[config.mk]
export PLATFORM = sky130hd
export DESIGN_NAME = mem_bridge_flat
export DESIGN_NICKNAME = d
export VERILOG_FILES = /design/src/rtl/mem_bridge_if.sv /design/src/rtl/mem_bridge.sv /design/src/flat_wrapper.sv
export SDC_FILE = /design/constraint.sdc
export NUM_CORES = 1
export LEC_CHECK = 0
export CORE_MARGIN = 5
export CORE_UTILIZATION = 35
export CTS_BUF_LIST = sky130_fd_sc_hd__clkbuf_4
export CTS_CLUSTER_SIZE = 30
export DETAILED_ROUTE_END_ITERATION = 10
export PLACE_DENSITY = 0.69
export SYNTH_ARGS = -nofsm -noshare
export SYNTH_HDL_FRONTEND = slang
export SYNTH_SLANG_ARGS = --single-unit
[constraint.sdc]
create_clock -name clk -period 3.8 [get_ports clk]
set_input_delay 0.57 -clock clk [delete_from_list [all_inputs] [get_ports clk]]
set_output_delay 0.57 -clock clk [all_outputs]
set_load 0.05 [all_outputs]
[src/rtl/mem_bridge_if.sv]
// Cache-controller side of mem_bridge: request levels, write-back data,
// refill data and completion/busy status.
interface mem_bridge_if;
  logic [29:0] addr;
  logic [31:0] wb_data;
  logic        mem_write_ce;
  logic        mem_read_ce;
  logic [31:0] mem_data;
  logic        mem_write_fin;
  logic        mem_read_fin;
  logic        busy;

  modport master (
    output addr, wb_data, mem_write_ce, mem_read_ce,
    input  mem_data, mem_write_fin, mem_read_fin, busy
  );

  modport slave (
    input  addr, wb_data, mem_write_ce, mem_read_ce,
    output mem_data, mem_write_fin, mem_read_fin, busy
  );
endinterface

[src/rtl/mem_bridge.sv]
// Memory-side stage behind the cache controller: turns write-back/refill
// request edges into timed accesses on a single-port word-addressed RAM.
module mem_bridge #(
  parameter int unsigned AW        = 16,
  parameter int unsigned READ_LAT  = 4,
  parameter int unsigned WRITE_LAT = 3
) (
  input  logic          clk,
  input  logic          rst_n,
  mem_bridge_if.slave   cif,
  output logic          ram_en,
  output logic          ram_we,
  output logic [AW-1:0] ram_addr,
  output logic [31:0]   ram_wdata,
  input  logic [31:0]   ram_rdata
);
  typedef enum logic [2:0] {S_IDLE, S_WRITE, S_WFIN, S_READ, S_RFIN} state_t;

  localparam logic [7:0] WR_LAST = 8'(WRITE_LAT - 1);
  localparam logic [7:0] RD_LAST = 8'(READ_LAT - 1);

  state_t        r_state, w_state_nxt;
  logic [7:0]    r_cnt;
  logic          r_wce_q, r_rce_q;
  logic [AW-1:0] r_addr;
  logic [31:0]   r_wdata;
  logic [31:0]   r_mem_data;
  logic          r_pw_v, r_pr_v;
  logic [AW-1:0] r_pw_addr, r_pr_addr;
  logic [31:0]   r_pw_data;

  logic w_wr_req, w_rd_req;
  logic w_enter_wr, w_enter_rd;
  logic w_wr_to_slot, w_rd_to_slot;
  logic w_unused_addr;

  // Upper address bits are deliberately dropped: addresses alias in the RAM.
  assign w_unused_addr = &{1'b0, cif.addr};

  assign w_wr_req = cif.mem_write_ce & ~r_wce_q;
  assign w_rd_req = cif.mem_read_ce  & ~r_rce_q;

  always_comb begin
    w_state_nxt       = r_state;
    ram_en            = 1'b0;
    ram_we            = 1'b0;
    cif.mem_write_fin = 1'b0;
    cif.mem_read_fin  = 1'b0;
    unique case (r_state)
      S_IDLE: begin
        if (w_wr_req || r_pw_v)      w_state_nxt = S_WRITE;
        else if (w_rd_req || r_pr_v) w_state_nxt = S_READ;
      end
      S_WRITE: begin
        ram_en = 1'b1;
        ram_we = 1'b1;
        if (r_cnt == WR_LAST) w_state_nxt = S_WFIN;
      end
      S_WFIN: begin
        cif.mem_write_fin = 1'b1;
        w_state_nxt = (r_pr_v || w_rd_req) ? S_READ : S_IDLE;
      end
      S_READ: begin
        ram_en = 1'b1;
        if (r_cnt == RD_LAST) w_state_nxt = S_RFIN;
      end
      S_RFIN: begin
        cif.mem_read_fin = 1'b1;
        w_state_nxt = r_pw_v ? S_WRITE : S_IDLE;
      end
      default: w_state_nxt = S_IDLE;
    endcase
  end

  assign w_enter_wr = (w_state_nxt == S_WRITE) && (r_state != S_WRITE);
  assign w_enter_rd = (w_state_nxt == S_READ)  && (r_state != S_READ);

  // An edge is served directly only when its slot is empty; otherwise it
  // parks in the slot, which is allowed when the slot is freed this cycle.
  assign w_wr_to_slot = w_wr_req && (r_pw_v ? w_enter_wr : !w_enter_wr);
  assign w_rd_to_slot = w_rd_req && (r_pr_v ? w_enter_rd : !w_enter_rd);

  always_ff @(posedge clk or negedge rst_n) begin
    if (!rst_n) begin
      r_state    <= S_IDLE;
      r_cnt      <= '0;
      r_wce_q    <= 1'b0;
      r_rce_q    <= 1'b0;
      r_addr     <= '0;
      r_wdata    <= '0;
      r_mem_data <= '0;
      r_pw_v     <= 1'b0;
      r_pr_v     <= 1'b0;
      r_pw_addr  <= '0;
      r_pr_addr  <= '0;
      r_pw_data  <= '0;
    end else begin
      r_state <= w_state_nxt;
      r_cnt   <= (w_state_nxt != r_state) ? '0 : r_cnt + 8'd1;
      r_wce_q <= cif.mem_write_ce;
      r_rce_q <= cif.mem_read_ce;

      if (w_enter_wr) begin
        r_addr  <= r_pw_v ? r_pw_addr : cif.addr[AW-1:0];
        r_wdata <= r_pw_v ? r_pw_data : cif.wb_data;
      end else if (w_enter_rd) begin
        r_addr  <= r_pr_v ? r_pr_addr : cif.addr[AW-1:0];
      end

      if (w_wr_to_slot) begin
        r_pw_v    <= 1'b1;
        r_pw_addr <= cif.addr[AW-1:0];
        r_pw_data <= cif.wb_data;
      end else if (w_enter_wr) begin
        r_pw_v    <= 1'b0;
      end

      if (w_rd_to_slot) begin
        r_pr_v    <= 1'b1;
        r_pr_addr <= cif.addr[AW-1:0];
      end else if (w_enter_rd) begin
        r_pr_v    <= 1'b0;
      end

      if (r_state == S_READ && r_cnt == RD_LAST) r_mem_data <= ram_rdata;
    end
  end

  assign ram_addr     = r_addr;
  assign ram_wdata    = r_wdata;
  assign cif.mem_data = r_mem_data;
  assign cif.busy     = (r_state != S_IDLE) || r_pw_v || r_pr_v;
endmodule

[src/flat_wrapper.sv]
// flat-port wrapper written by rule: the top's interface ports become plain ports
module mem_bridge_flat 
#(
  parameter int unsigned AW        = 16,
  parameter int unsigned READ_LAT  = 4,
  parameter int unsigned WRITE_LAT = 3
)
  (clk, rst_n, ram_en, ram_we, ram_addr, ram_wdata, ram_rdata, cif_addr, cif_wb_data, cif_mem_write_ce, cif_mem_read_ce, cif_mem_data, cif_mem_write_fin, cif_mem_read_fin, cif_busy);
  mem_bridge_if cif_i ();
  input  logic clk;
  input  logic rst_n;
  output logic ram_en;
  output logic ram_we;
  output logic [AW-1:0] ram_addr;
  output logic [31:0] ram_wdata;
  input  logic [31:0] ram_rdata;
  input wire logic [$bits(cif_i.addr)-1:0] cif_addr;
  input wire logic [$bits(cif_i.wb_data)-1:0] cif_wb_data;
  input wire logic [$bits(cif_i.mem_write_ce)-1:0] cif_mem_write_ce;
  input wire logic [$bits(cif_i.mem_read_ce)-1:0] cif_mem_read_ce;
  output wire logic [$bits(cif_i.mem_data)-1:0] cif_mem_data;
  output wire logic [$bits(cif_i.mem_write_fin)-1:0] cif_mem_write_fin;
  output wire logic [$bits(cif_i.mem_read_fin)-1:0] cif_mem_read_fin;
  output wire logic [$bits(cif_i.busy)-1:0] cif_busy;
  assign cif_i.addr = cif_addr;
  assign cif_i.wb_data = cif_wb_data;
  assign cif_i.mem_write_ce = cif_mem_write_ce;
  assign cif_i.mem_read_ce = cif_mem_read_ce;
  assign cif_mem_data = cif_i.mem_data;
  assign cif_mem_write_fin = cif_i.mem_write_fin;
  assign cif_mem_read_fin = cif_i.mem_read_fin;
  assign cif_busy = cif_i.busy;
  mem_bridge #(.AW(AW), .READ_LAT(READ_LAT), .WRITE_LAT(WRITE_LAT)) u_core (.clk(clk), .rst_n(rst_n), .cif(cif_i), .ram_en(ram_en), .ram_we(ram_we), .ram_addr(ram_addr), .ram_wdata(ram_wdata), .ram_rdata(ram_rdata));
endmodule
---- Word-level counts from Yosys, hierarchy flattened ----
Index checks and enable logic that the tools add are counted.
storage, ports and cells
  logic and storage cells ................. 68
  bits of input ports ..................... 98
  output and inout bits ................... 85
  register bits after elaboration ......... 159
cells by class
  reduce and logical (&&, ||, !) cells .... 17
  eq/ne operators ......................... 11
  muxes and demuxes ....................... 23
  bitwise logic cells ..................... 4
  $add $sub $neg .......................... 1
operators with widths
  operator                                                                  count
  16-bit two-way mux                                                        4
  32-bit two-way mux                                                        1
  8-bit by 2-bit equality test with 1-bit output (second input constant)    2
  3-bit case mux with 5 select lines                                        1
  3-bit two-way mux                                                         4
  1-bit two-way mux                                                         11
  3-bit by 2-bit equality test with 1-bit output (second input constant)    3
  8-bit by 1-bit adder with 8-bit output (second input constant)            1
  8-bit two-way mux                                                         1
  3-bit by 1-bit equality test with 1-bit output (second input constant)    2
  2-bit nonzero test                                                        3
  1-bit logical AND                                                         5
  1-bit logical OR                                                          4
  3-bit equality test (second input constant)                               1
  3-bit zero test                                                           1
  3-bit by 1-bit inequality test with 1-bit output (second input constant)  1
  3-bit by 2-bit inequality test with 1-bit output (second input constant)  1
  3-bit inequality test                                                     1
  3-bit nonzero test                                                        1
  1-bit AND                                                                 2
  1-bit zero test                                                           2
  2-bit two-way mux                                                         1
  1-bit inverter                                                            2
  2-bit OR reduction                                                        1

---- Logic depth before layout (Yosys ltp) ----
  depth in word-level cells ............... 12
  depth in mapped cells ................... 8
  gate-level depth less buffers ........... 7

---- Least setup slack after synthesis ----
OpenSTA, ideal clock, no wires.
  path type ............................... register to output
  start point ............................. reg u_core.r_pr_v
  end point ............................... out cif_busy
  stages on the path, launching flop included .. 5
  arrival ................................. 1.525 ns
  data required time ...................... 3.230 ns
  slack ................................... 1.705 ns
  path buffers ............................ 2
  cell sequence ........................... dfrtp_1 -> buf_2 -> buf_1 -> nor3_1 -> nand2_1
on the way
  longest elaborated chain between the ends .. 1
ends and longest elaborated chain
  item                      line                RTL
  start: declaration        mem_bridge.sv:28    logic r_pw_v, r_pr_v;
  start signal: assignment  mem_bridge.sv:93    r_pr_v <= 1'b0;
  start signal: assignment  mem_bridge.sv:119   r_pr_v <= 1'b1;
  start signal: assignment  mem_bridge.sv:122   r_pr_v <= 1'b0;
  1-bit logical OR          mem_bridge.sv:132   assign cif.busy = (r_state != S_IDLE) || r_pw_v || r_pr_v;
  end: declaration          flat_wrapper.sv:24  output wire logic [$bits(cif_i.busy)-1:0] cif_busy;
No other way between the ends.

---- Final worst setup path ----
  start point ............................. reg u_core.r_pw_v
  end point ............................... out cif_busy
on the way
  longest elaborated chain between the ends .. 2
ends and longest elaborated chain
  item                           line               RTL
  start: declaration             mem_bridge.sv:28
  start signal: assignment       mem_bridge.sv:92   r_pw_v <= 1'b0;
  start signal: assignment       mem_bridge.sv:111  r_pw_v <= 1'b1;
  start signal: assignment       mem_bridge.sv:115  r_pw_v <= 1'b0;
  1-bit logical OR (2 in a row)  mem_bridge.sv:132
No other way between the ends.

==> results_dict.tcl <==
set metrics [dict create \
    status "finished, final reports clean" \
    layout-drive-gt1-share_pct 19.51 \
    drtPass1Iterations 4 \
    r2r_start "u_core.r_pw_v" \
    worstPathMaxFanout 56 \
    cap_viol_max_count 0 \
    power-per-cell-area_nw_per_um2 924.6 \
    die_h_um 151.3 \
    io_pins 183 \
    ys_seq_elements 159 \
    met3_usage_pct 4.967 \
    wl_per_cell_um 17.43 \
    skew_ns 0.01682 \
    die_x_um 151.3 \
    fin_nets 784 \
    p_total_mw 8.519 \
    finish.utilization_pct 47.03 \
    cts_max_path_buffers 2 \
    setup_ws_ns 0.5236 \
    worstSkewPairLatency_ns 0.55 \
    area.growth.synth_to_final_pct 31.85 \
    drt_iter0_drc 189 \
    core_um2 19590 \
    critPathLaunch "u_core.r_pw_v" \
    fin_hold_ws_ns 0.4982 \
    relSlewSlack_pct 31.66 \
    grt_setup_unrepaired "no" \
    hold_violations 0 \
    setup_viol 0 \
    final.min_clock_period_ns 3.276 \
    route.detailed.drc 0 \
    hp-start "u_core.ram_wdata[3]" \
    peakVddDrop_mv 0.4688 \
    endpoint_kind "output port" \
    totalNegativeSetupSlack_ns 0 \
    place_ws_ns 0.6788 \
    synth_fp_nets 621 \
    place_area_um2 8901 \
    ys.flop_type "dfrtp_1" \
    r2r_cells 5 \
    rows 51 \
    final_max_slew_viol_count 0 \
    die_area_um2 22890 \
    yosys_warnings 0 \
    cts_sinks 159 \
    ys_seq_area_share_pct 56.94 \
    first_global_vias 5153 \
    grt_remaining_overflow 0 \
    htreeDepth 4 \
    place.gp.congestion 0.7854 \
    wl_um 16800 \
    power_leakage_nw 4.109 \
    whs_path_depth 2 \
    vias 4712 \
    cts_tree "yes" \
    min_period_over_period_pct 86.22 \
    hold_path.class "register to register" \
    dp_cells 929 \
    required_ns 3.23 \
    critical_path_class "register to output port" \
    grt_util_met2_pct 25.38 \
    ys_types 48 \
    async_reset_ff_share_pct 100.0 \
    dpl.hpwl_um 11500 \
    top_usage_layer "met2" \
    grt_pass1_wl_um 26940 \
    cts-resized-gates 0 \
    synth-edff-count 0 \
    critPathArrivalTime_ns 2.71 \
    antenna_found_initial 1 \
    instances_no_fill 964 \
    cts-buffers-inserted 17 \
    cts_root_buf "clkbuf_4" \
    fmax_ghz 0.3052 \
    grt_max_degree 76 \
    clk_pin_slew_ns 0.14 \
    grt_use_met1_pct 18.01 \
    syn_inst 521 \
    ant_nets 0 \
    cp-start-kind "register" \
    design_area_um2 9214 \
    io_buffers 168 \
    initial_core_util_pct 35.67 \
    synth_area_per_cell_um2 13.41 \
    track_usage_pct 15.09 \
    syn_area_um2 6988 \
    vias_per_cell 4.888 \
    worst_pin_slew_ns 1.025 \
]
-- layout by cell type (no fill, tap or decap), types with 4 or more instances in the layout --
cell type,synthesis,layout
mux2_1,10,10
clkinvlp_4,0,4
dfrtp_1,159,158
buf_12,4,4
a221oi_1,6,6
clkbuf_4,0,17
nor2_1,21,21
nand2_1,49,48
o221ai_1,10,10
mux2_2,57,57
o21ai_0,34,33
clkdlybuf4s50_1,0,167
mux2_4,29,29
xor2_1,4,4
mux2i_1,64,64
nand3_1,4,4
clkinv_2,0,4
-- what timing repair did --
action / 4_1_cts / 5_1_grt
hold buffers: 1 / 0
setup endpoints to repair: 0 / 0
hold endpoints to repair: 50 / 0
buffers inserted: 0 / 0
-- critical path, cell delays in order (launching register included) --
cell and delay, ns:
dfrtp_4 1.08, nor3_1 0.09, nand2_1 0.13, clkdlybuf4s50_1 0.85
-- sequential cells by signal, indices dropped and copies added, names as in the netlist --
register / flops
u_core.ram_addr: 16
u_core.ram_wdata: 32
u_core.r_pw_data: 32
u_core.r_state: 3
u_core.r_wce_q: 1
u_core.cif.mem_data: 32
u_core.r_rce_q: 1
u_core.r_cnt: 8
u_core.r_pw_v: 1
u_core.r_pw_addr: 16
u_core.r_pr_v: 1
u_core.r_pr_addr: 16
-- where the power goes --
| part | internal (mW) | switching [mW] |
|---|---|---|
| Combinational | 1.83 | 2.55 |
| Sequential | 2.49 | 0.589 |
| Clock | 0.452 | 0.616 |
| Total | 4.77 | 3.75 |
-- cell type report --
type | instances | area (um2)
antenna | 2 | 5.005
clock buffer | 17 | 127.6
clock inverter | 15 | 170.2
fill | 1764 | 10380
inverter | 3 | 11.26
multi-input combinational | 328 | 2798
sequential | 159 | 3983
tap | 265 | 331.6
timing repair buffer | 175 | 1788
-- cell families (layout without fill, tap and decap cells) --
family,count (synthesis),after routing,synth area share (%)
xor+xnor,7,7,0.8774
mux,160,160,26.20
compound gates,67,67,6.285
fa+ha+maj,3,3,0.5013
flops,159,159,56.94
buf+inv,34,210,3.223
other cells,0,2,0
simple gates,91,91,5.981
-- path summary, 6_finish.rpt --
kind	endpoint	slack, ns
setup / recovery	cif_busy	0.52
min in group asynchronous	u_core.r_pw_data[25]	0.52
setup reg to reg	u_core.r_pr_addr[9]	1.11
max in group asynchronous	u_core.cif.mem_data[5]	2.28
hold / removal	u_core.ram_wdata[3]	0.50
hold reg to reg	u_core.ram_wdata[3]	0.50
-- synth_stat cells (6+ instances only) --
library cell	count	area share, %
clkbuf_1	12	0.64
dfrtp_1	159	57
a221oi_1	6	0.75
o21ai_0	34	2.4
nor2_1	21	1.1
mux2_1	10	1.6
nand2_1	49	2.6
mux2i_1	64	9.2
o221ai_1	10	1.3
buf_2	6	0.43
mux2_2	57	9.2
mux2_4	29	6.2
-- routing by layer --
| layer | part of all wire [%] | vias to the layer above |
|---|---|---|
| li1 | - | 2178 |
| met1 | 42 | 2383 |
| met2 | 49 | 131 |
| met3 | 7.8 | 20 |
| met4 | 1.5 | 0 |
| met5 | 0 | - |
(Power assumes the default switching activity.)
